### src/rtl/pipeline.sv
// Shared IFU/decode definitions: datapath width, fetch FSM states and
// the RV32C length test.
package pipeline;

  localparam int unsigned XLEN = 32;

  typedef enum logic [1:0] {
    IDLE,
    FETCH,
    FETCH_HI
  } fetch_state_t;

  // Any opcode whose two low bits are not 2'b11 is a 16-bit instruction
  function automatic logic is_rvc(input logic [1:0] op);
    return op != 2'b11;
  endfunction

endpackage

### src/rtl/fetch_aligner.sv
// Turns the current PC into an aligned instruction for decode, using a
// one-word line buffer and a word-aligned memory request/ack port.
module fetch_aligner #(
  parameter int unsigned XLEN = pipeline::XLEN
) (
  input  logic            clk,
  input  logic            reset_n,
  input  logic [XLEN-1:0] curr_pc,
  input  logic            flush,
  input  logic            id_ready,
  output logic            imem_req,
  output logic [XLEN-1:0] imem_addr,
  input  logic            imem_ack,
  input  logic [31:0]     imem_rdata,
  output logic [31:0]     instr,
  output logic            instr_valid,
  output logic            compressed,
  output logic            stall
);

  import pipeline::fetch_state_t, pipeline::IDLE, pipeline::FETCH,
         pipeline::FETCH_HI, pipeline::is_rvc;

  localparam int unsigned TAG_W = XLEN - 2;

  fetch_state_t     state_q;
  fetch_state_t     state_d;

  logic [31:0]      buf_word;
  logic [TAG_W-1:0] buf_tag;
  logic             buf_valid;

  logic             req_d;
  logic [XLEN-1:0]  addr_d;
  logic [31:0]      instr_q;
  logic [31:0]      instr_d;
  logic             compressed_q;
  logic             compressed_d;
  logic             valid_d;
  logic             clear_buf;

  logic             hit;
  logic             ack;
  logic [15:0]      half;
  logic             unused_pc_lsb;

  // Bit 0 of the PC is always zero
  assign unused_pc_lsb = curr_pc[0];

  // Only an ack against an outstanding request counts
  assign ack  = imem_req && imem_ack;
  assign hit  = buf_valid && (buf_tag == curr_pc[XLEN-1:2]);
  assign half = curr_pc[1] ? buf_word[31:16] : buf_word[15:0];

  // Next state, next request and the same-cycle instruction
  always_comb begin
    state_d      = state_q;
    req_d        = imem_req;
    addr_d       = imem_addr;
    instr_d      = instr_q;
    compressed_d = compressed_q;
    valid_d      = 1'b0;
    clear_buf    = 1'b0;

    unique case (state_q)
      IDLE: begin
        clear_buf = flush;
        if (!hit) begin
          req_d   = 1'b1;
          addr_d  = {curr_pc[XLEN-1:2], 2'b00};
          state_d = FETCH;
        end else if (is_rvc(half[1:0])) begin
          instr_d      = {16'h0000, half};
          compressed_d = 1'b1;
          valid_d      = 1'b1;
        end else if (!curr_pc[1]) begin
          instr_d      = buf_word;
          compressed_d = 1'b0;
          valid_d      = 1'b1;
        end else begin
          // 32-bit instruction straddles into the next word
          req_d   = 1'b1;
          addr_d  = {curr_pc[XLEN-1:2] + TAG_W'(1), 2'b00};
          state_d = FETCH_HI;
        end
      end

      FETCH: begin
        if (ack) begin
          req_d   = 1'b0;
          state_d = IDLE;
        end
      end

      FETCH_HI: begin
        if (ack) begin
          req_d        = 1'b0;
          state_d      = IDLE;
          instr_d      = {imem_rdata[15:0], buf_word[31:16]};
          compressed_d = 1'b0;
          valid_d      = 1'b1;
        end
      end

      default: begin
        req_d   = 1'b0;
        state_d = IDLE;
      end
    endcase
  end

  assign instr       = instr_d;
  assign compressed  = compressed_d;
  assign instr_valid = valid_d;
  assign stall       = !(valid_d && id_ready);

  // FSM, request port and last-delivered instruction
  always_ff @(posedge clk or negedge reset_n) begin
    if (!reset_n) begin
      state_q      <= IDLE;
      imem_req     <= 1'b0;
      imem_addr    <= '0;
      instr_q      <= '0;
      compressed_q <= 1'b0;
    end else begin
      state_q      <= state_d;
      imem_req     <= req_d;
      imem_addr    <= addr_d;
      instr_q      <= instr_d;
      compressed_q <= compressed_d;
    end
  end

  // Line buffer: every accepted ack refills it; flush only reaches it in IDLE
  always_ff @(posedge clk or negedge reset_n) begin
    if (!reset_n) begin
      buf_word  <= '0;
      buf_tag   <= '0;
      buf_valid <= 1'b0;
    end else if (ack) begin
      buf_word  <= imem_rdata;
      buf_tag   <= imem_addr[XLEN-1:2];
      buf_valid <= 1'b1;
    end else if (clear_buf) begin
      buf_valid <= 1'b0;
    end
  end

endmodule

### config.mk
export PLATFORM = sky130hd
export DESIGN_NAME = fetch_aligner
export DESIGN_NICKNAME = d
export VERILOG_FILES = /design/src/rtl/pipeline.sv /design/src/rtl/fetch_aligner.sv
export SDC_FILE = /design/constraint.sdc
export NUM_CORES = 1
export LEC_CHECK = 0
export CORE_UTILIZATION = 52
export DETAILED_ROUTE_END_ITERATION = 8
export PLACE_DENSITY = 0.81
export RECOVER_POWER = 25
export SLEW_MARGIN = 20
export SYNTH_ARGS = -nofsm -noshare
export SYNTH_HDL_FRONTEND = slang
export SYNTH_SLANG_ARGS = --single-unit
### constraint.sdc
create_clock -name clk -period 3 [get_ports clk]
set_input_delay 0.45 -clock clk [delete_from_list [all_inputs] [get_ports clk]]
set_output_delay 0.45 -clock clk [all_outputs]
set_load 0.02 [all_outputs]
; Word level (Yosys, flattened, before mapping)
; Index checks and enable logic that the tools add are counted.
[op_classes]
shifts = 0
mux = 32
n_mul = 0
bitwise = 0
n_addsub = 1
order_cmp = 0
eq_ne = 9
n_reduce_logical = 9
div_mod_pow = 0
[op_table]
columns = op, n
row1 = 32-bit 2-to-1 mux, 7
row2 = 32-bit case mux with 2 select lines, 1
row3 = "30-bit by 1-bit adder with 30-bit output, second input constant", 1
row4 = 30-bit == test, 1
row5 = 16-bit 2-to-1 mux, 1
row6 = 1-bit 2-to-1 mux, 15
row7 = 2-bit 2-to-1 mux, 4
row8 = "2-bit inequality test, second input constant", 3
row9 = "3-bit inequality test, second input constant", 2
row10 = 1-bit case mux with 2 select lines, 3
row11 = 3-bit AND reduction, 2
row12 = 2-bit case mux with 2 select lines, 1
row13 = 1-bit logical AND, 3
row14 = "2-bit by 1-bit == test with 1-bit output, second input constant", 1
row15 = "2-bit == test, second input constant", 1
row16 = 2-bit logical NOT, 1
row17 = "2-bit by 1-bit inequality test with 1-bit output, second input constant", 1
row18 = 2-bit nonzero test, 1
row19 = 2-bit OR reduction, 1
row20 = 1-bit logical NOT, 1
[word_totals]
regBits = 131
latchBits = 0
elab_cells = 59
mem_bits_ro = 0
output_inout_bits = 68
ramBits = 0
mem_count = 0

; Logic depth before layout (Yosys ltp)
[depth]
depth_word = 7
mapped_depth = 10
depth_no_buf = 7

; Least setup slack after synthesis
; OpenSTA, ideal clock, no wires.
[synth_timing]
path_kind = in2out
startpoint = input port curr_pc[4]
endpoint = output port instr[16]
n_path_buf = 3
required_time_ns = 2.550
path_stages = 10
t_arrival_ns = 2.469
slack_ns = 0.081
cell_sequence = clkbuf_1 xnor2_1 nand4_1 nor4_1 nand2_1 a22o_1 buf_2 a21o_1 buf_2 a221o_1
[synth_between]
elab_chain_cells = 4
[synth_lines]
columns = element, line_no
row1 = start: declaration, fetch_aligner.sv:8  ; input logic [XLEN-1:0] curr_pc,
row2 = 30-bit == test, fetch_aligner.sv:52  ; assign hit = buf_valid && (buf_tag == curr_pc[XLEN-1:2]);
row3 = 1-bit logical AND, fetch_aligner.sv:52
row4 = 32-bit 2-to-1 mux, fetch_aligner.sv:68  ; if (!hit) begin
row5 = 32-bit case mux with 2 select lines, fetch_aligner.sv:65  ; unique case (state_q)
row6 = end: declaration, fetch_aligner.sv:15  ; output logic [31:0] instr,
; Every way passes these cells.

; Worst setup path after layout
[layout_timing]
startpoint = register buf_tag[0]
endpoint = output port instr[24]
[layout_between]
elab_chain_cells = 4
[layout_lines]
columns = element, line_no
row1 = start: declaration, fetch_aligner.sv:30  ; logic [TAG_W-1:0] buf_tag;
row2 = start signal: assignment, fetch_aligner.sv:142  ; buf_tag <= imem_addr[XLEN-1:2];
row3 = 30-bit == test, fetch_aligner.sv:52
row4 = 1-bit logical AND, fetch_aligner.sv:52
row5 = 32-bit 2-to-1 mux, fetch_aligner.sv:68
row6 = 32-bit case mux with 2 select lines, fetch_aligner.sv:65
; Every way passes these cells.

==> results.json <==
{
  "transition_time_at_the_pin_with_the_least_slew_margin_ns": 2.20,
  "dr.first_iter.drc_count": 683,
  "die_width_um": 114,
  "dr.pass1.iters": 6,
  "most_common_cell_after_layout_fill_and_taps_aside": "nand2_1",
  "synth_area_leaders": "dfrtp_1 (49%), nand2_1 (14%), xnor2_1 (7.5%), nand3_1 (3.1%), a21oi_1 (2.6%)",
  "sequential_cell_area_mm2": 0.00323,
  "n_antenna_cell": 0,
  "crit_start": "buf_tag[0]$_DFFE_PN0P_",
  "cellLeakagePower_nw": 4.53,
  "worstHoldEndpoint": "imem_addr[31]$_DFFE_PN0P_",
  "grt_max_degree": 62,
  "worst_setup_hold_path_clk_slew_ns": 0.06,
  "power.switching_mw": 3.29,
  "synth_edf_count": 0,
  "first_global_vias": 6693,
  "finalSetupTns_ns": -10.13,
  "regToRegSetupSlack_ns": 0.06,
  "port_buffers": 133,
  "synth_seq_cells": 129,
  "period_share_pct": 115,
  "sequential_to_total_area_share_from_yosys_stat_pct": 49.4,
  "finClkSkew_ns": 0.00832,
  "multi_input_area_mm2": 0.00331,
  "cts_made_buffers": 17,
  "timing.hold.worst.class": "in -> reg",
  "drv_cap": 1,
  "pwr-share-seq_pct": 36.2,
  "grt_use_met2_pct": 55.2,
  "gp_congestion": 0.983,
  "floorplan.core_area_mm2": 0.0121,
  "finalNetCount": 1022,
  "detailroute.via_count": 6686,
  "layout-drive-gt1-share_pct": 21.0,
  "boundaryPins": 137,
  "worst_r2r_path_depth": 12,
  "grt_first_pass_wirelength_mm": 33.1,
  "rsz0062_at_grt": "true",
  "critPathKind": "reg -> out",
  "layout_common_cells": "nand2_1 (232), dfrtp_1 (128), buf_4 (84)",
  "power.share.switching_pct": 39.0,
  "clk_pwr_share_pct": 23.2,
  "num_rows": 40,
  "outcome": "complete, but fails checks",
  "reg2reg_to": "imem_addr[31]$_DFFE_PN0P_",
  "vias_per_cell": 5.93,
  "post-route-worst-setup-slack_ns": -0.437,
  "synth_async_sr_flop_share_pct": 100,
  "grt-ovfl-total": 0,
  "worstHoldPathCells": 3,
  "finalMaxSlewViolations": 42,
  "floorplan.die_area_mm2": 0.0130,
  "synthesis.area_mm2": 0.00653,
  "timing.critical_path.to_type": "primary output",
  "final_number_of_setup_violating_endpoints": 34,
  "final.hold.worst_slack_ns": 0.468,
  "finalWorstPathRequiredPeriod_ns": 3.44,
  "cts_htree_levels": 4,
  "ir_worst_vdd_v": 0.000609,
  "initial_core_util_pct": 53.9,
  "synth_cell_type_count": 40,
  "cp.required_ns": 2.55,
  "die_y_um": 114,
  "finalHoldViolCount": 0,
  "synthDominantAreaCellType": "dfrtp_1",
  "layout_fillers": 779,
  "reg2reg_from": "buf_tag[0]$_DFFE_PN0P_",
  "yosys.area.top_type_share_pct": 49.4,
  "clock.fmax_mhz": 291,
  "violations_in_the_final_reports": "max-capacitance violations, max-slew violations, negative setup slack",
  "power_density_mw_per_mm2": 894,
  "routed_wirelength_mm": 21.3,
  "hold_bufs_at_cts": 0,
  "clk-insertion-delay-late_ns": 0.43,
  "cts_sinks": 129,
  "gr-max-usage-layer": "met2",
  "postSynthCellCount": 754,
  "drtAntennaViolNets": 0,
  "total_power_mw": 8.43,
  "grt_antenna_before_repair": 1,
  "global_route.usage.met3_pct": 9.69,
  "critPathMaxFanout": 8,
  "post_synthesis_area_per_instance_um2": 8.67,
  "worst-endpoint-arrival_ns": 2.99,
  "gr-usage-all-layers_pct": 33.3,
  "hold_start": "curr_pc[31]",
  "drc_violations": 0,
  "power.share.combinational_pct": 40.5,
  "slew_headroom_pct": -46.4,
  "area_growth_syn_to_layout_pct": 44.2,
  "synth_flop_cell": "dfrtp_1",
  "library_cell_used_as_clock_root_buffer": "clkbuf_16",
  "cp-start-kind": "register",
  "hpwlAfterDp_mm": 13.4,
  "groute.layer.met1.usage_pct": 38.4,
  "yosys_warnings": 0,
  "cts_tree": "yes",
  "worst_case_clock_buffer_depth": 2,
  "wl_per_cell_um": 18.9,
  "cell_internal_pwr_mw": 5.14
}
==> metal layers <==
metal / share of wire, % / vias to the layer above
li1: - / 2928
met1: 38 / 3221
met2: 49 / 439
met3: 8.9 / 96
met4: 4.6 / 2
met5: 0.066 / -
==> metrics by stage <==
stage | cells | setup WS (ns) | utilization [%] | area, µm²
after floorplan | 755 | 0.0810 | - | 6540
after global placement | 1081 | -0.801 | 69.8 | 8450
after detailed placement | 1081 | -0.867 | 69.8 | 8450
after CTS | 1119 | -0.253 | 76.7 | 9290
after global routing | 1128 | -0.495 | 77.8 | 9420
final | 1128 | -0.437 | 77.8 | 9420
==> how the worst max path moves through the flow <==
stage / to / slack [ns] / depth (start not counted)
after floorplan: instr[16] / 0.08 / 10
after global placement: instr[26] / -0.80 / 10
after detailed placement: instr[29] / -0.87 / 10
after CTS: instr[29] / -0.25 / 10
after global routing: instr[29] / -0.50 / 10
final: instr[24] / -0.44 / 10
==> critical path, cell delays in order (launching register included) <==
cell	delay, ns
dfrtp_1	0.40
xnor2_1	0.24
nand4_1	0.19
nor4_2	0.41
buf_4	0.20
nand2_4	0.05
a22o_1	0.22
a21o_4	0.22
buf_6	0.14
a221o_1	0.34
buf_6	0.14
==> cell families after synthesis <==
logic type / Yosys count / synth area share [%]
AO/OA/AOI/OAI: 84 / 8.67
XOR/XNOR: 59 / 7.91
adder cells (fa/ha/maj): 3 / 0.575
buffers and inverters: 67 / 4.19
flip-flops: 129 / 49.4
multiplexers: 17 / 2.64
other: 1 / 0.0574
AND/OR/NAND/NOR: 394 / 26.5
==> power groups by stage <==
stage | registers (mW) | clock network [mW] | logic, mW
2_1_floorplan | 3.08 | 0 | 1.57
3_3_place_gp | 2.95 | 0 | 2.98
3_5_place_dp | 2.97 | 0 | 3.09
4_1_cts | 3.02 | 1.97 | 3.28
5_1_grt | 3.12 | 2.05 | 3.68
6_report | 3.05 | 1.96 | 3.42
==> registers in the layout (all words and copies together) (netlist names) <==
signal / count
imem_req: 1
buf_word: 32
imem_addr: 30
compressed_q: 1
instr_q: 32
buf_valid: 1
buf_tag: 30
state_q: 2
==> synth_stat cells (5+ instances only) <==
master	n
a21oi_1	34
a221o_1	17
and3_1	17
buf_2	5
clkbuf_1	40
dfrtp_1	129
inv_1	16
mux2i_1	15
nand2_1	237
nand3_1	41
nand4_1	20
nor2_1	43
nor3_1	8
nor4_1	14
o211ai_1	16
o21ai_0	10
xnor2_1	56
==> final cells by class <==
type / instances / share of cell area, %
multi-input cells: 559 / 35.1
flip-flops and latches: 129 / 34.3
repair buffers: 227 / 22.0
clock buffers: 24 / 5.22
well taps: 168 / 2.23
inverters: 16 / 0.637
clock inverters: 5 / 0.584
==> timing repair <==
item / CTS / global route
cloned: 2 / 1
resized for setup: 241 / 20
endpoints found under the setup margin: 35 / 35
pin swaps: 22 / 20
setup buffers: 7 / 9
(Power assumes the default switching activity.)
